**config.mk**
```make
export PLATFORM = sky130hd
export DESIGN_NAME = motor_sequencer
export DESIGN_NICKNAME = d
export VERILOG_FILES = /design/src/rtl/motor_sequencer.sv
export SDC_FILE = /design/constraint.sdc
export NUM_CORES = 1
export LEC_CHECK = 0
export BUFFER_PORTS_ARGS = -buffer_cell sky130_fd_sc_hd__buf_2
export CAP_MARGIN = 10
export CORE_MARGIN = 8
export CORE_UTILIZATION = 62
export CTS_CLUSTER_DIAMETER = 200
export CTS_CLUSTER_SIZE = 10
export DETAILED_ROUTE_END_ITERATION = 7
export PLACE_DENSITY = 0.82
export SLEW_MARGIN = 20
export SYNTH_ARGS = -nofsm -noshare
export SYNTH_HDL_FRONTEND = slang
export SYNTH_SLANG_ARGS = --single-unit
export TNS_END_PERCENT = 30
```
**constraint.sdc**
```tcl
create_clock -name clk -period 13.6 [get_ports clk]
set_input_delay 4.08 -clock clk [delete_from_list [all_inputs] [get_ports clk]]
set_output_delay 4.08 -clock clk [all_outputs]
set_load 0.01 [all_outputs]
```
**src/rtl/motor_sequencer.sv**
```systemverilog
// rtl/motor_sequencer.sv - supervisory spin-up/ramp/run/coast sequencer with stall and spin-up fault latching
module motor_sequencer #(
  parameter logic signed [31:0] START_PERIOD   = 32'sh0010_0000,
  parameter logic signed [31:0] RAMP_STEP      = 32'sh0000_0100,
  parameter int                 RAMP_DIV       = 1024,
  parameter logic signed [31:0] SPIN_PERIOD    = 32'sh0020_0000,
  parameter int                 SPINUP_TIMEOUT = 50_000_000,
  parameter int                 STALL_CYCLES   = 8_000_000,
  parameter logic signed [31:0] LOCK_TOL       = 32'sh0000_0200
) (
  input  logic               clk,
  input  logic               reset,
  input  logic               start,
  input  logic               stop,
  input  logic               fault_clear,
  input  logic               enc_edge,
  input  logic signed [31:0] period,
  input  logic signed [31:0] target_period,
  output logic               motor_on,
  output logic signed [31:0] desired_period,
  output logic [2:0]         state,
  output logic               at_speed,
  output logic               fault,
  output logic [1:0]         fault_code
);

  typedef enum logic [2:0] {
    IDLE   = 3'd0,
    SPINUP = 3'd1,
    RAMP   = 3'd2,
    RUN    = 3'd3,
    COAST  = 3'd4,
    FAULT  = 3'd5
  } state_t;

  state_t             state_q, state_d;
  logic [31:0]        wd_q, wd_d, spin_q, spin_d, tick_q, tick_d;
  logic signed [31:0] desired_q, desired_d;
  logic [1:0]         code_q, code_d;
  logic               motor_on_q, at_speed_q, fault_q;
  logic               motor_on_d, at_speed_d, fault_d;

  // The post-reset sentinel and negative periods must never look like a valid measurement.
  logic               period_valid, spinning, wd_stall, tick;
  logic signed [32:0] ramp_diff, lock_diff;
  logic [32:0]        ramp_mag, lock_mag;

  assign period_valid = !period[31] && (period != 32'sh7FFF_FFFF);
  assign spinning     = enc_edge && period_valid && (period <= SPIN_PERIOD);
  assign wd_stall     = !enc_edge && (wd_q >= 32'(STALL_CYCLES - 1));
  assign tick         = (tick_q == 32'(RAMP_DIV - 1));
  assign ramp_diff    = {target_period[31], target_period} - {desired_q[31], desired_q};
  assign ramp_mag     = ramp_diff[32] ? 33'(-ramp_diff) : 33'(ramp_diff);
  assign lock_diff    = {period[31], period} - {desired_d[31], desired_d};
  assign lock_mag     = lock_diff[32] ? 33'(-lock_diff) : 33'(lock_diff);

  always_comb begin
    state_d   = state_q;
    desired_d = desired_q;
    code_d    = code_q;
    tick_d    = 32'd0;
    case (state_q)
      IDLE: begin
        if (start && !stop) begin
          state_d   = SPINUP;
          desired_d = START_PERIOD;
        end
      end
      SPINUP: begin
        if (spin_q >= 32'(SPINUP_TIMEOUT - 1)) begin
          state_d = FAULT;
          code_d  = 2'd1;
        end else if (stop) begin
          state_d = COAST;
        end else if (spinning) begin
          state_d = RAMP;
        end
      end
      RAMP: begin
        if (wd_stall) begin
          state_d = FAULT;
          code_d  = 2'd2;
        end else if (stop) begin
          state_d = COAST;
        end else begin
          tick_d = tick ? 32'd0 : tick_q + 32'd1;
          if (tick) begin
            if (ramp_mag <= {1'b0, RAMP_STEP}) begin
              desired_d = target_period;
              state_d   = RUN;
            end else if (ramp_diff[32]) begin
              desired_d = desired_q - RAMP_STEP;
            end else begin
              desired_d = desired_q + RAMP_STEP;
            end
          end
        end
      end
      RUN: begin
        if (wd_stall) begin
          state_d = FAULT;
          code_d  = 2'd2;
        end else if (stop) begin
          state_d = COAST;
        end else if (target_period != desired_q) begin
          state_d = RAMP;
        end
      end
      COAST: begin
        if (wd_stall) begin
          state_d   = IDLE;
          desired_d = START_PERIOD;
        end
      end
      FAULT: begin
        if (fault_clear && !start) begin
          state_d   = IDLE;
          code_d    = 2'd0;
          desired_d = START_PERIOD;
        end
      end
      default: state_d = IDLE;
    endcase
  end

  // Watchdog restarts on every encoder edge and on every state entry.
  assign wd_d       = (enc_edge || (state_d != state_q)) ? 32'd0 :
                      (wd_q >= 32'(STALL_CYCLES)) ? 32'(STALL_CYCLES) : wd_q + 32'd1;
  assign spin_d     = ((state_q == SPINUP) && (state_d == SPINUP)) ? spin_q + 32'd1 : 32'd0;
  assign motor_on_d = (state_d == SPINUP) || (state_d == RAMP) || (state_d == RUN);
  assign at_speed_d = (state_d == RUN) && period_valid && (lock_mag <= {1'b0, LOCK_TOL});
  assign fault_d    = (state_d == FAULT);

  always_ff @(posedge clk or negedge reset) begin
    if (!reset) begin
      state_q    <= IDLE;
      wd_q       <= 32'd0;
      spin_q     <= 32'd0;
      tick_q     <= 32'd0;
      desired_q  <= START_PERIOD;
      code_q     <= 2'd0;
      motor_on_q <= 1'b0;
      at_speed_q <= 1'b0;
      fault_q    <= 1'b0;
    end else begin
      state_q    <= state_d;
      wd_q       <= wd_d;
      spin_q     <= spin_d;
      tick_q     <= tick_d;
      desired_q  <= desired_d;
      code_q     <= code_d;
      motor_on_q <= motor_on_d;
      at_speed_q <= at_speed_d;
      fault_q    <= fault_d;
    end
  end

  assign state          = state_q;
  assign desired_period = desired_q;
  assign fault_code     = code_q;
  assign motor_on       = motor_on_q;
  assign at_speed       = at_speed_q;
  assign fault          = fault_q;

endmodule
```
==> metrics.yaml, run 1 <==
placement:
  hpwl_um: 33650
  place.port_buffers: 109
  dp_cells: 2176
  gp_congestion: 1.017
  dpl_cell_area_um2: 15020
  place_ws_ps: -142.5
timing:
  fin_crit_sh_pct: 97.21
  setup_viol: 0
  final.setup.worst_slack_ps: 379.1
  slew-limit-headroom_pct: 25.58
  final.setup.tns_ps: 0
  holdWs_ps: 491.2
  finalMaxSlewViolations: 0
  hold_viol: 0
  worstMarginPinSlew_ps: 1116
  clock_skew_ps: 17.18
  clock.fmax_mhz: 75.64
  rsz0062_at_grt: "no"
  period_needed_ps: 13220
floorplanning:
  die_x_um: 164.6
  ios: 110
  initial_utilization_pct: 62.96
  rows: 54
  die-area_um2: 27110
  design.core.area_um2: 21760
  fp.dieH_um: 164.6
yosys:
  synth_area_um2: 13700
  syn_inst: 1753
  synth_seq_cells: 136
  synthFlopType: "dfrtp_1"
  yosys_warnings: 0
  synth.avg_cell_area_um2: 7.814
  synth_cell_types: 92
  synth_edf_count: 0
  seq_area_frac_synth_pct: 24.85
  synthArstFlopShare_pct: 100.0
worst_setup_path:
  timing.rr.end: "at_speed"
  ff2ff_setup_slack_ps: 3680
  ff2ff_path_depth: 33
  crit_path_end_kind: "flop"
  crit_cells: 34
  start_kind: "primary input"
  rr_startpoint: "desired_period[20]"
  cp.required_ps: 13910
  critPathMostFrequentCell: "or4_1"
  crit_family: "simple AND/OR/NAND/NOR gates"
  path_buf_inv: 3
  crit_arrival_ps: 13530
  crit_path_max_incr_delay_ps: 600
  crit_path_end: "at_speed"
  startpoint: "target_period[0]"
  cp_slowest_cell: "or4_4"
  cp_max_fo: 14
  worstSetupPathType: "in -> reg"
clocking:
  cts_sinks: 136
  cts_buffers: 17
  clock_latency_ps: 430
  h-tree-depth: 4
  clockRootBuffer: "clkbuf_16"
  tritoncts: "built"
  cts.reportedPaths.clkPinSlew_ps: 70
  clock_path_buffers: 2
layout:
  syn_to_final_growth_pct: 14.54
  diodes: 0
  fin_area_um2: 15690
  drive_gt1_share_pct: 14.83
  instances_no_fill: 2209
  final_nets: 2079
global_routing:
  grt_pass1_vias: 13380
  grt_overflow: 0
  grt_pass1_wl_um: 68300
  grt_max_degree: 74
  antenna_found_initial: 0
  grt_use_total_pct: 31.07
drt:
  viasPerCell: 6.503
  ant_nets: 0
  dr_total_vias: 14370
  drcViolationCount: 0
  wl_per_cell_um: 19.36
  drt-total-wl_um: 42780
  dr.pass1.iters: 6
  drt_iter0_drc: 1461
pwr:
  peakVddDrop_mv: 0.07212
  leakagePower_uw: 0.006738
  power_density_nw_per_um2: 89.64
hold_path:
  hold_class: "reg -> reg"
flow_run:
  cap_violations: 0
status:
  status: "finished clean"
[stage by stage]
stage               total power (uW)  utilization (%)
CTS                             1396            71.66
floorplan                      785.6                -
finish                          1406            72.12
global route                    1475            72.12
detailed placement             938.4            69.05
global placement               930.6            69.05
[registers in the layout (all words and copies together) (netlist names)]
register,flops
desired_period,32
fault,1
spin_q,32
tick_q,32
motor_on,1
fault_code,2
wd_q,32
state,3
at_speed,1
[cells in the final DEF, fill, tap and decap left out, types with 38 or more instances in the layout]
master / count
o21a_1: 41
nand4_1: 38
xnor2_1: 65
xor2_1: 74
dfrtp_1: 135
ha_1: 90
a21oi_1: 119
nor2_1: 199
buf_4: 77
o21ai_0: 89
nand2_1: 132
buf_2: 108
nor3_1: 61
nand3_1: 84
inv_1: 79
[power breakdown]
group	total, uW	internal, uW	leakage [uW]	switching, uW
clock network	458	247	0.000275	211
logic	490	182	0.00462	308
registers	458	428	0.00185	30.7
total	1410	857	0.00674	550
[logic make-up (layout without fill, tap and decap cells)]
group                      Yosys count  count (layout)  share of synthesized area, %
and+or+nand+nor                    730             730                         26.89
AOI/OAI and AO/OA                  487             487                         24.58
xor gates and xnor gates           140             140                         8.951
DFF                                136             136                         24.85
buffers and inverters              135             297                         3.745
adders and majority gates           93              93                         8.659
muxes                               31              31                         2.293
other                                1              15                       0.02738
[worst min-delay path by stage]
stage	from	endpoint	slack, ps	cells past startpoint
6_report	tick_q[0]	tick_q[0]	490	1
5_1_grt	wd_q[0]	wd_q[0]	520	1
4_1_cts	spin_q[0]	spin_q[0]	490	1
3_5_place_dp	spin_q[0]	spin_q[0]	480	1
3_3_place_gp	tick_q[0]	tick_q[0]	470	1
2_1_floorplan	tick_q[0]	tick_q[0]	450	1
[cell usage after synthesis (19+ instances only)]
library cell / n / share of area (%)
nor3_1: 62 / 2.3
xnor2_1: 65 / 4.2
nand4_1: 38 / 1.7
nor4_1: 33 / 1.5
a21o_1: 21 / 1.2
or2_2: 20 / 0.91
a211oi_1: 19 / 1.0
nor2_1: 201 / 5.5
dfrtp_1: 135 / 25
xor2_1: 75 / 4.8
nand2_1: 132 / 3.6
o21ai_0: 89 / 3.3
nand2b_1: 22 / 1.0
inv_1: 79 / 2.2
a21oi_1: 119 / 4.3
clkbuf_1: 51 / 1.4
ha_1: 90 / 8.2
and3_1: 34 / 1.6
o21a_1: 41 / 2.2
nand3_1: 85 / 3.1
mux2i_1: 28 / 2.0
[timing repair]
item / in CTS / in global routing
buffers inserted: 0 / 1
endpoints found under the setup margin: 0 / 1
gates resized for setup: 0 / 19
hold endpoints to repair: 0 / 0
hold buffers: 0 / 0
[layout make-up]
class	instances	area, um^2
clock buffers	18	439.2
clock inverters	14	127.6
fillers	1789	6066
inverters	79	296.5
multi-input cells	1496	9942
flip-flops and latches	136	3405
well taps	280	350.3
repair buffers	186	1130
[routing by layer]
| metal | global-route usage [%] | vias up | routed length [um] |
|---|---|---|---|
| met2 | 49.83 | 548 | 19910 |
| met5 | 0 | - | 0 |
| met4 | 10.40 | 0 | 1288 |
| li1 | - | 6838 | - |
| met3 | 4.536 | 89 | 3007 |
| met1 | 42.29 | 6891 | 18570 |
Note: power is estimated with default switching activity, not from simulation.
==> inputs of run 2 (changes only) <==
Clock period 13.6 ns to 14.6 ns, I/O delays scaled along.
==> run 2 against run 1 <==
  * Utilization decreased by 1.9 points
  * Wire length decreased by 0.96%
  * Non-clock buffer count decreased by 48
  * Clock power decreased by 6.3%
  * Worst hold slack got worse by 13 ps
  * Sequential power decreased by 6.6%
  * Critical endpoint unchanged
==> metrics.yaml, run 2 (synthesis gave the netlist of run 1 again) <==
timing:
  rsz0062_at_grt: "no"
  hold_viol: 0
  slew-limit-headroom_pct: 32.94
  clock_skew_ps: 14.48
  period_needed_ps: 14340
  finalMaxSlewViolations: 0
  worstMarginPinSlew_ps: 1003
  fin_crit_sh_pct: 98.19
  setup_viol: 0
  final.setup.tns_ps: 0
  holdWs_ps: 478.1
  clock.fmax_mhz: 69.76
status:
  status: "finished clean"
clocking:
  clock_path_buffers: 2
  cts_buffers: 17
  postCtsHoldBufs: 0
  tritoncts: "built"
  cts_sinks: 136
  clock_latency_ps: 440
  h-tree-depth: 4
  cts.reportedPaths.clkPinSlew_ps: 70
  clockRootBuffer: "clkbuf_16"
pwr:
  intPower_uw: 786.6
  p_seq_share_pct: 33.0
  power_density_nw_per_um2: 85.06
  p_sw_share_pct: 39.47
  combPwrFrac_pct: 34.1
  power.share.clock_pct: 33.0
  peakVddDrop_mv: 0.06037
  power_switching_uw: 513.0
  leakagePower_uw: 0.006502
worst_setup_path:
  crit_arrival_ps: 14650
  cp_max_fo: 14
  start_kind: "primary input"
  cp.required_ps: 14920
  crit_path_end_kind: "flop"
  worstSetupPathType: "in -> reg"
  crit_path_max_incr_delay_ps: 600
  cp_slowest_cell: "or4_1"
  critPathMostFrequentCell: "or4_1"
drt:
  drt_iter0_drc: 1451
  viasPerCell: 6.527
  ant_nets: 0
  drcViolationCount: 0
  dr_total_vias: 14100
  drt-total-wl_um: 42370
  dr.pass1.iters: 5
  wl_per_cell_um: 19.61
global_routing:
  grt_max_degree: 77
  grt_pass1_wl_um: 66720
  grt_use_total_pct: 30.66
  grt_overflow: 0
  antenna_found_initial: 0
  grt_pass1_vias: 12980
floorplanning:
  design.core.area_um2: 21760
  rows: 54
  fp.dieH_um: 164.6
  die-area_um2: 27110
  die_x_um: 164.6
  ios: 110
  initial_utilization_pct: 62.96
layout:
  fillers: 1829
  drive_gt1_share_pct: 12.12
  final_nets: 2031
  syn_to_final_growth_pct: 11.55
  diodes: 0
  final_common_cell: "nor2_1"
  final_cell_mix: "nor2_1, dfrtp_1, nand2_1"
placement:
  gp_congestion: 1.027
  place.port_buffers: 109
  hpwl_um: 33340
hold_path:
  hold_class: "reg -> reg"
flow_run:
  cap_violations: 0
## run 2: final timing paths
check,depth (start not counted),slack (ps),start,to
setup / recovery,35,260,target_period[0],at_speed
hold / removal,1,480,tick_q[0],tick_q[0]
setup reg to reg,32,3910,desired_period[7],at_speed
hold reg to reg,1,480,tick_q[0],tick_q[0]
max in group asynchronous,2,9310,reset,wd_q[16]
min in group asynchronous,1,3910,reset,tick_q[11]
## run 2: layout make-up
cell class | instances | area, um^2 | area share, %
Clock inverter | 14 | 132.6 | 0.8680
Sequential cell | 136 | 3405 | 22.28
Inverter | 79 | 296.5 | 1.941
Timing Repair Buffer | 138 | 769.5 | 5.036
Multi-Input combinational cell | 1496 | 9887 | 64.71
Clock buffer | 18 | 439.2 | 2.874
Tap cell | 280 | 350.3 | 2.293
## run 2: timing repair
| action | CTS | global route |
|---|---|---|
| buffers inserted | 0 | 2 |
| resized for setup | 0 | 5 |
| endpoints found under the setup margin | 0 | 1 |
## run 2: worst max-delay path, delay by kind of cell
kind                       cells  cell delay [ps]
and+or+nand+nor               16             5080
buffers and inverters          4              570
adders and majority gates      3             1060
AOI/OAI and AO/OA             11             3250
xor gates and xnor gates       1              290
## run 2: stage by stage
stage          total power (uW)  setup slack [ps]  utilization [%]  std cells  area, um^2
2_1_floorplan             731.8             987.9                -       1767       13750
3_3_place_gp              858.1             271.7            67.36       2127       14660
3_5_place_dp              862.6             105.2            67.36       2127       14660
4_1_cts                    1293             473.4            69.99       2159       15230
5_1_grt                    1362             9.107            70.23       2161       15280
6_report                   1300             264.4            70.23       2161       15280
## run 2: per-layer routing
metal  GRT usage (%)  wire length [um]  part of all wire (%)  up-vias
met5               0                 0                     0        -
met4           13.60              1890                   4.5        0
met3           5.384              3392                   8.0      122
met2           48.01             19040                    45      627
met1           40.88             18050                    43     6606
li1                -                 -                     -     6749
## run 2: power by group through the flow
stage | Sequential, uW | Combinational [uW] | Clock, uW
global placement | 433 | 426 | 0
detailed placement | 433 | 429 | 0
floorplan | 426 | 306 | 0
global route | 432 | 485 | 445
finish | 428 | 443 | 429
CTS | 427 | 433 | 434
==> inputs of run 3 (changes only) <==
Clock period 14.6 ns to 15.45 ns, I/O delays scaled along.
==> run 3 against run 2 <==
  * Worst setup slack improved by 470 ps
  * Cell count decreased by 0.74%
  * Design area decreased by 0.79%
  * Worst hold slack improved by 12 ps
  * Critical path type unchanged
==> metrics.yaml, run 3 (synthesis gave the netlist of run 1 again) <==
status:
  status: "finished clean"
worst_setup_path:
  cp_max_fo: 15
  timing.rr.end: "at_speed"
  ff2ff_path_depth: 33
  worstSetupPathType: "in -> reg"
  rr_startpoint: "desired_period[6]"
  start_kind: "primary input"
  crit_path_max_incr_delay_ps: 590
  critPathMostFrequentCell: "or4_1"
  crit_path_end: "at_speed"
  startpoint: "target_period[6]"
  ff2ff_setup_slack_ps: 4590
  cp_slowest_cell: "or4_1"
  cp.required_ps: 15760
  crit_arrival_ps: 15030
  crit_path_end_kind: "flop"
global_routing:
  grt_max_degree: 73
  grt_pass1_wl_um: 68110
  antenna_found_initial: 1
  grt_pass1_vias: 13120
  grt_overflow: 0
  grt_use_total_pct: 31.19
clocking:
  h-tree-depth: 4
  post_cts_buffers: 0
  clockRootBuffer: "clkbuf_16"
  postCtsHoldBufs: 0
  cts_buffers: 17
  clock_path_buffers: 2
  tritoncts: "built"
  cts_resized: 0
  cts.reportedPaths.clkPinSlew_ps: 70
  clock_latency_ps: 420
  cts_sinks: 136
timing:
  period_needed_ps: 14710
  holdWs_ps: 489.8
  final.setup.tns_ps: 0
  slew-limit-headroom_pct: 31.39
  fin_crit_sh_pct: 95.24
  hold_viol: 0
  setup_viol: 0
  finalMaxSlewViolations: 0
  worstMarginPinSlew_ps: 1013
  rsz0062_at_grt: "no"
  clock.fmax_mhz: 67.96
  clock_skew_ps: 15.90
pwr:
  intPower_uw: 751.4
  p_seq_share_pct: 32.7
  power_switching_uw: 483.5
  peakVddDrop_mv: 0.07921
  power.share.clock_pct: 33.7
  power_density_nw_per_um2: 81.47
  combPwrFrac_pct: 33.6
  p_sw_share_pct: 39.15
  leakagePower_uw: 0.006417
drt:
  wl_per_cell_um: 19.98
  dr_total_vias: 14030
  drt-total-wl_um: 42850
  dr.pass1.iters: 6
  viasPerCell: 6.539
  drt_iter0_drc: 1425
  ant_nets: 0
  drcViolationCount: 0
layout:
  final_nets: 2014
  final_cell_mix: "nor2_1, dfrtp_1, nand2_1"
  drive_gt1_share_pct: 11.11
  final_common_cell: "nor2_1"
  syn_to_final_growth_pct: 10.66
hold_path:
  hold_class: "reg -> reg"
flow_run:
  cap_violations: 0
floorplanning:
  die_x_um: 164.6
  die-area_um2: 27110
  fp.dieH_um: 164.6
  ios: 110
  rows: 54
  design.core.area_um2: 21760
  initial_utilization_pct: 62.96
placement:
  gp_congestion: 1.004
  place.port_buffers: 109
  hpwl_um: 33610
## run 3: cell count changes in the layout (fill, tap and decap cells not counted), sizes merged
cell	previous run	this run
buf	138	121
bufinv	0	1
clkinv	4	1
clkinvlp	2	4
diode	0	1
## run 3: power by group through the flow
stage | sequential (uW) | combinational (uW) | clock, uW
after floorplan | 402 | 289 | 0
after global placement | 408 | 397 | 0
after detailed placement | 410 | 400 | 0
after CTS | 403 | 404 | 421
after global routing | 407 | 455 | 434
final | 404 | 415 | 416
## run 3: worst min-delay path by stage
| stage | startpoint | to | depth (start not counted) |
|---|---|---|---|
| after floorplan | tick_q[0] | tick_q[0] | 1 |
| after global placement | spin_q[0] | spin_q[0] | 1 |
| after detailed placement | tick_q[0] | tick_q[0] | 1 |
| after CTS | tick_q[0] | tick_q[0] | 1 |
| after global routing | tick_q[0] | tick_q[0] | 1 |
| final | tick_q[0] | tick_q[0] | 1 |
## run 3: per-stage QoR
step           worst slack [ps]  power (uW)  instances  area [um^2]  util (%)
2_1_floorplan              1583       691.5       1767        13750         -
3_3_place_gp              701.9       805.0       2112        14540     66.85
3_5_place_dp              525.1       810.1       2112        14550     66.87
4_1_cts                   876.6        1228       2144        15130     69.56
5_1_grt                   27.87        1296       2145        15160     69.67
6_report                  735.9        1235       2145        15160     69.67
## run 3: metal layers
metal / GRT usage, % / routed length (um)
met1: 42.00 / 18730
met2: 49.78 / 19550
met3: 4.462 / 2998
met4: 12.29 / 1576
met5: 0 / 0
## run 3: cell type report
type | instances | area, um^2
Multi-Input combinational cell | 1496 | 9877
Fill cell | 1798 | 6598
Sequential cell | 136 | 3405
Timing Repair Buffer | 121 | 641.9
Clock buffer | 18 | 429.2
Tap cell | 280 | 350.3
Inverter | 79 | 296.5
Clock inverter | 14 | 156.4
Antenna cell | 1 | 2.502
## run 3: critical path: cells and delay by family
family	cells	cell delay, ps
and+or+nand+nor	17	5830
adders and majority gates	3	1060
AOI/OAI and AO/OA	11	3110
buffers and inverters	2	370
